$ cat src/rtl/vga_timing_pkg.sv
// Shared raster timing constants for the VGA path: 640x480@60 defaults,
// derived totals, sync window positions and a small window-test helper.
package vga_timing_pkg;

    // Coordinate and frame counter widths on the block boundary
    localparam int POS_W  = 10;
    localparam int FCNT_W = 8;

    typedef logic [POS_W-1:0]  pos_t;
    typedef logic [FCNT_W-1:0] fcnt_t;

    // 640x480@60 defaults
    localparam int DEF_H_VISIBLE = 640;
    localparam int DEF_H_FRONT   = 16;
    localparam int DEF_H_SYNC    = 96;
    localparam int DEF_H_BACK    = 48;
    localparam int DEF_V_VISIBLE = 480;
    localparam int DEF_V_FRONT   = 10;
    localparam int DEF_V_SYNC    = 2;
    localparam int DEF_V_BACK    = 33;

    // Derived totals (800 x 525 for the defaults)
    localparam int DEF_H_TOTAL = DEF_H_VISIBLE + DEF_H_FRONT + DEF_H_SYNC + DEF_H_BACK;
    localparam int DEF_V_TOTAL = DEF_V_VISIBLE + DEF_V_FRONT + DEF_V_SYNC + DEF_V_BACK;

    // Sync windows, inclusive (656..751 and 490..491 for the defaults)
    localparam int DEF_H_SYNC_START = DEF_H_VISIBLE + DEF_H_FRONT;
    localparam int DEF_H_SYNC_END   = DEF_H_SYNC_START + DEF_H_SYNC - 1;
    localparam int DEF_V_SYNC_START = DEF_V_VISIBLE + DEF_V_FRONT;
    localparam int DEF_V_SYNC_END   = DEF_V_SYNC_START + DEF_V_SYNC - 1;

    // True when p lies in the inclusive window [lo, hi]
    function automatic logic in_window(input pos_t p, input pos_t lo, input pos_t hi);
        return (p >= lo) && (p <= hi);
    endfunction

endpackage

$ cat src/rtl/sync_delay_line.sv
// Single-bit shift register used to align the sync outputs with the
// registered video path. DEPTH of 0 is a plain passthrough; reset loads
// every stage with RESET_VAL so no partial pulse survives a reset.
module sync_delay_line #(
    parameter int   DEPTH     = 1,
    parameter logic RESET_VAL = 1'b0
) (
    input  logic i_clk,
    input  logic i_rst_n,
    input  logic i_d,
    output logic o_q
);

    generate
        if (DEPTH == 0) begin : g_pass
            assign o_q = i_d;
        end else begin : g_shift
            logic [DEPTH-1:0] r_sr;

            // Shift every clock; reset flushes all stages to the idle level
            always_ff @(posedge i_clk) begin
                if (!i_rst_n) begin
                    r_sr <= {DEPTH{RESET_VAL}};
                end else begin
                    r_sr[0] <= i_d;
                    for (int i = 1; i < DEPTH; i++) begin
                        r_sr[i] <= r_sr[i-1];
                    end
                end
            end

            assign o_q = r_sr[DEPTH-1];
        end
    endgenerate

endmodule

$ cat src/rtl/vga_sync_generator.sv
// Raster timing source: free-running h/v counters with registered position,
// visible flag, line/frame strobes, frame counter, and hsync/vsync delayed
// to match the downstream video pipeline latency.
module vga_sync_generator
    import vga_timing_pkg::*;
#(
    parameter int H_VISIBLE       = DEF_H_VISIBLE,
    parameter int H_FRONT         = DEF_H_FRONT,
    parameter int H_SYNC          = DEF_H_SYNC,
    parameter int H_BACK          = DEF_H_BACK,
    parameter int V_VISIBLE       = DEF_V_VISIBLE,
    parameter int V_FRONT         = DEF_V_FRONT,
    parameter int V_SYNC          = DEF_V_SYNC,
    parameter int V_BACK          = DEF_V_BACK,
    parameter int SYNC_DELAY      = 1,
    parameter int SYNC_ACTIVE_LOW = 1
) (
    input  logic        i_clk,
    input  logic        i_rst_n,
    input  logic        i_enable,
    output logic [9:0]  o_hpos,
    output logic [9:0]  o_vpos,
    output logic        o_visible,
    output logic        o_line_strobe,
    output logic        o_frame_strobe,
    output logic [7:0]  o_frame_count,
    output logic        o_hsync,
    output logic        o_vsync
);

    localparam int H_TOTAL = H_VISIBLE + H_FRONT + H_SYNC + H_BACK;
    localparam int V_TOTAL = V_VISIBLE + V_FRONT + V_SYNC + V_BACK;

    localparam pos_t H_LAST   = pos_t'(H_TOTAL - 1);
    localparam pos_t V_LAST   = pos_t'(V_TOTAL - 1);
    localparam pos_t H_VIS    = pos_t'(H_VISIBLE);
    localparam pos_t V_VIS    = pos_t'(V_VISIBLE);
    localparam pos_t HS_START = pos_t'(H_VISIBLE + H_FRONT);
    localparam pos_t HS_END   = pos_t'(H_VISIBLE + H_FRONT + H_SYNC - 1);
    localparam pos_t VS_START = pos_t'(V_VISIBLE + V_FRONT);
    localparam pos_t VS_END   = pos_t'(V_VISIBLE + V_FRONT + V_SYNC - 1);

    localparam logic SYNC_IDLE = (SYNC_ACTIVE_LOW != 0);
    localparam logic SYNC_ACT  = (SYNC_ACTIVE_LOW == 0);

    pos_t  r_hpos;
    pos_t  r_vpos;
    logic  r_visible;
    logic  r_line_strobe;
    logic  r_frame_strobe;
    fcnt_t r_frame_count;
    logic  r_hsync_raw;
    logic  r_vsync_raw;

    pos_t  w_hpos_nxt;
    pos_t  w_vpos_nxt;
    logic  w_frame_hit;

    // Advanced raster position, used only on enabled cycles
    always_comb begin
        w_hpos_nxt = r_hpos + pos_t'(1);
        w_vpos_nxt = r_vpos;
        if (r_hpos == H_LAST) begin
            w_hpos_nxt = '0;
            w_vpos_nxt = (r_vpos == V_LAST) ? '0 : (r_vpos + pos_t'(1));
        end
        w_frame_hit = (w_hpos_nxt == '0) && (w_vpos_nxt == V_VIS);
    end

    // All flags derive from the next-state position so they stay consistent
    // with the registered coordinates; strobes drop whenever not advancing
    always_ff @(posedge i_clk) begin
        if (!i_rst_n) begin
            r_hpos         <= H_LAST;
            r_vpos         <= V_LAST;
            r_visible      <= 1'b0;
            r_line_strobe  <= 1'b0;
            r_frame_strobe <= 1'b0;
            r_frame_count  <= '0;
            r_hsync_raw    <= SYNC_IDLE;
            r_vsync_raw    <= SYNC_IDLE;
        end else if (i_enable) begin
            r_hpos         <= w_hpos_nxt;
            r_vpos         <= w_vpos_nxt;
            r_visible      <= (w_hpos_nxt < H_VIS) && (w_vpos_nxt < V_VIS);
            r_line_strobe  <= (w_hpos_nxt == '0);
            r_frame_strobe <= w_frame_hit;
            if (w_frame_hit) begin
                r_frame_count <= r_frame_count + fcnt_t'(1);
            end
            r_hsync_raw    <= in_window(w_hpos_nxt, HS_START, HS_END) ? SYNC_ACT : SYNC_IDLE;
            r_vsync_raw    <= in_window(w_vpos_nxt, VS_START, VS_END) ? SYNC_ACT : SYNC_IDLE;
        end else begin
            r_line_strobe  <= 1'b0;
            r_frame_strobe <= 1'b0;
        end
    end

    sync_delay_line #(
        .DEPTH     (SYNC_DELAY),
        .RESET_VAL (SYNC_IDLE)
    ) u_hsync_dly (
        .i_clk   (i_clk),
        .i_rst_n (i_rst_n),
        .i_d     (r_hsync_raw),
        .o_q     (o_hsync)
    );

    sync_delay_line #(
        .DEPTH     (SYNC_DELAY),
        .RESET_VAL (SYNC_IDLE)
    ) u_vsync_dly (
        .i_clk   (i_clk),
        .i_rst_n (i_rst_n),
        .i_d     (r_vsync_raw),
        .o_q     (o_vsync)
    );

    assign o_hpos         = r_hpos;
    assign o_vpos         = r_vpos;
    assign o_visible      = r_visible;
    assign o_line_strobe  = r_line_strobe;
    assign o_frame_strobe = r_frame_strobe;
    assign o_frame_count  = r_frame_count;

endmodule

$ cat config.mk
export PLATFORM = sky130hd
export DESIGN_NAME = vga_sync_generator
export DESIGN_NICKNAME = d
export VERILOG_FILES = /design/src/rtl/vga_timing_pkg.sv /design/src/rtl/sync_delay_line.sv /design/src/rtl/vga_sync_generator.sv
export SDC_FILE = /design/constraint.sdc
export NUM_CORES = 1
export LEC_CHECK = 0
export ABC_AREA = 0
export CORE_MARGIN = 2
export CORE_UTILIZATION = 55
export DETAILED_ROUTE_END_ITERATION = 10
export GPL_TIMING_DRIVEN = 0
export PLACE_DENSITY = 0.82
export SYNTH_ARGS = -nofsm -noshare
export SYNTH_HDL_FRONTEND = slang
export SYNTH_SLANG_ARGS = --single-unit
$ cat constraint.sdc
create_clock -name i_clk -period 3.75 [get_ports i_clk]
set_input_delay 0.75 -clock i_clk [delete_from_list [all_inputs] [get_ports i_clk]]
set_output_delay 0.75 -clock i_clk [all_outputs]
set_load 0.02 [all_outputs]
==> results by group <==
Run status
  – Status: complete, no violations

CTS
  – Clk Latency, worst-skew pair: 290 ps
  – Max Root-Sink Buffers: 2
  – Post-CTS sizing: 0
  – Setup bufs post-CTS: 0
  – CTS tree: yes
  – H-tree depth: 2
  – TritonCTS Sinks: 35
  – Total CTS buffers: 5
  – CTS Root Cell: clkbuf_8
  – Hold buffer count at cts: 0
  – Clock Pin Slew Worst Setup and Hold Paths: 70 ps

STA
  – Setup TNS: 0 ps
  – Final Max Slew Viols: 0
  – Slew @ Worst Pin: 514 ps
  – Fmax: 349 MHz
  – RSZ-0062 raised after global routing: no
  – Setup violators final: 0
  – Period Utilization, post-route: 76.5%
  – Slew HR: 65.8%
  – Final hold violation count: 0
  – Clock skew: 6.43 ps
  – Post-route minimum period: 2870 ps

Worst setup path
  – Crit end category: register
  – CP arrival: 3090 ps
  – Crit Path Category: register to register
  – Startpoint Class: register
  – Data required time of the worst path: 3970 ps
  – CP startpoint: o_vpos[0]
  – Slowest stage delay, CP: 350 ps
  – CP max FO: 10
  – Reg2reg start: o_vpos[0]
  – Critical Path, Cell by Cell: clkbuf_1 > inv_1 > ha_1 > and4bb_1 > and3b_1 > clkbuf_1 > o21ai_0 > a221oi_2 > nand4b_2 > buf_4 > or3_1 > a21oi_1
  – CP max stage cell: or3_1
  – Crit-path most repeated cell: clkbuf_1

GRT
  – Total track usage: 26.0%
  – First-pass GRT wire length: 8.94 mm
  – Total grt overflow: 0
  – Busiest layer in global routing: met2
  – M2 GR Usage: 42.5%
  – Met3 usage: 6.17%
  – Met1 global-route usage: 32.3%
  – Antenna violations before repair: 0
  – Pin count of the biggest net entering global routing: 12
  – Vias in the first global route: 1936

Synthesis
  – Most used DFF post-synth: dfxtp_1
  – Register bit total from synthesis: 35
  – Syn_nets: 296
  – Average size of a mapped cell: 7.72 µm²
  – Sequential area share after synthesis: 31.6%
  – Number of flops mapped to enable cells by yosys: 0
  – Synth warn: 0
  – Distinct cells, synth: 55
  – Synth Instances: 287
  – Post-Syn Area: 0.00222 mm²
  – Ys async rst share: 0%

Route
  – Wire per inst: 14.4 µm
  – DRT antenna net count: 0
  – DR pass1 iterations: 4
  – Initial DRC Count: 239
  – Post-Route WL: 5.48 mm
  – Vias: 2230
  – Average vias per placed instance: 5.87
  – # DRC: 0

Job
  – Max Cap Viol: 0

Pwr
  – Max IR drop VDD: 0.251 mV
  – Pwr Total: 1130 µW
  – Pleak: 0.00104 µW
  – Net Sw Frac: 31.2%
  – Combinational power share: 28.0%
  – Clock Power Share: 35.7%
  – Seq pwr share: 36.3%
  – Sw power: 354 µW
  – P_int: 779 µW
  – Pwr Density: 410 mW/mm²

Die
  – Die Ht: 67.5 µm
  – Die Span X: 67.5 µm
  – Die area: 0.00455 mm²
  – Initial core utilization: 56.2%
  – Cell Rows: 23
  – I/O pin count: 36
  – Core footprint: 0.00394 mm²

Finish
  – Final Util: 70.0%
  – Fin nets: 338
  – Fillers: 323
  – Antenna diodes: 0
  – Share of cells above drive strength 1: 9.39%
  – Layout area overhead: 24.6%
  – Commonest cells after routing, fill and taps aside: 35 x clkdlybuf4s50_1, 35 x dfxtp_1, 32 x nand2_1

Worst hold path
  – Hold Crit Start: r_hsync_raw
  – Hold WC Path Type: register to register

Placed design
  – Placer Congestion: 0.942
  – Port Buffers: 35
  – DP HPWL: 4.00 mm
worst paths after layout:
check | to | slack, ps | cells after the start
min reg2reg | u_hsync_dly.o_q | 440 | 1
max | o_frame_count[3] | 880 | 12
min | u_hsync_dly.o_q | 440 | 1
max reg2reg | o_frame_count[3] | 880 | 12
layer usage:
layer | vias to the layer above | share of wire (%)
li1 | 1126 | -
met1 | 1038 | 45
met2 | 56 | 48
met3 | 10 | 5.3
met4 | 0 | 1.9
met5 | - | 0
through the flow:
step / cells / setup WS [ps] / hold WS (ps) / instance area [µm²]
CTS: 380 / 907 / 448 / 2760
global placement: 372 / 919 / 425 / 2630
global route: 380 / 717 / 475 / 2760
finish: 380 / 881 / 443 / 2760
detailed placement: 372 / 921 / 429 / 2630
floorplan: 287 / 1070 / 412 / 2220
sequential cells by signal, summed over array words and instances (netlist names):
signal           flops
o_hpos              10
o_vpos              10
o_frame_count        8
o_frame_strobe       1
o_line_strobe        1
o_visible            1
r_hsync_raw          1
r_vsync_raw          1
u_hsync_dly.o_q      1
u_vsync_dly.o_q      1
kinds of logic after synthesis:
group / synth area share (%)
XOR/XNOR: 4.35
buffers and inverters: 7.79
adder cells (fa/ha/maj): 3.39
multiplexers: 0.452
flip-flops: 31.6
AND/OR/NAND/NOR: 31.7
AO/OA/AOI/OAI: 20.7
Yosys cell counts, types with 3 or more instances:
master | number | area share [%]
dfxtp_1 | 35 | 32
nand2_1 | 32 | 5.4
o21ai_0 | 21 | 4.7
a21oi_1 | 20 | 4.5
nor2_1 | 19 | 3.2
clkbuf_1 | 13 | 2.2
nor3_1 | 13 | 2.9
and3_1 | 11 | 3.1
nand3_1 | 11 | 2.5
buf_2 | 9 | 2.0
inv_1 | 9 | 1.5
nand4_1 | 7 | 2.0
ha_1 | 6 | 3.4
o31ai_1 | 6 | 2.0
or4_1 | 6 | 2.0
xor2_1 | 6 | 2.4
a31oi_1 | 5 | 1.4
xnor2_1 | 5 | 2.0
or3_1 | 4 | 1.1
a21o_1 | 3 | 1.0
buf_4 | 3 | 1.0
nor4_1 | 3 | 0.85
critical path, delay by kind of cell, from the launching register on:
family,cells,cell delay [ps]
compound gates,3,660
simple gates,4,910
flops,1,330
buf+inv,4,760
fa+ha+maj,1,150
power by group through the flow:
stage	clock (µW)	sequential [µW]	combinational [µW]
after floorplan	0	437	201
after global placement	0	418	311
after detailed placement	0	419	314
after CTS	412	410	314
after global routing	428	413	350
final	405	411	317
cell type report:
class,count,area [µm²],share of cell area [%]
Clock buffer,6,72.6,2.63
Buffer,27,139,5.03
Inverter,9,33.8,1.22
Timing Repair Buffer,35,350,12.7
Multi-Input combinational cell,216,1340,48.6
Clock inverter,2,60.1,2.17
Tap cell,50,62.6,2.27
Sequential cell,35,701,25.4
No activity file was read; power rests on OpenSTA's default activity.
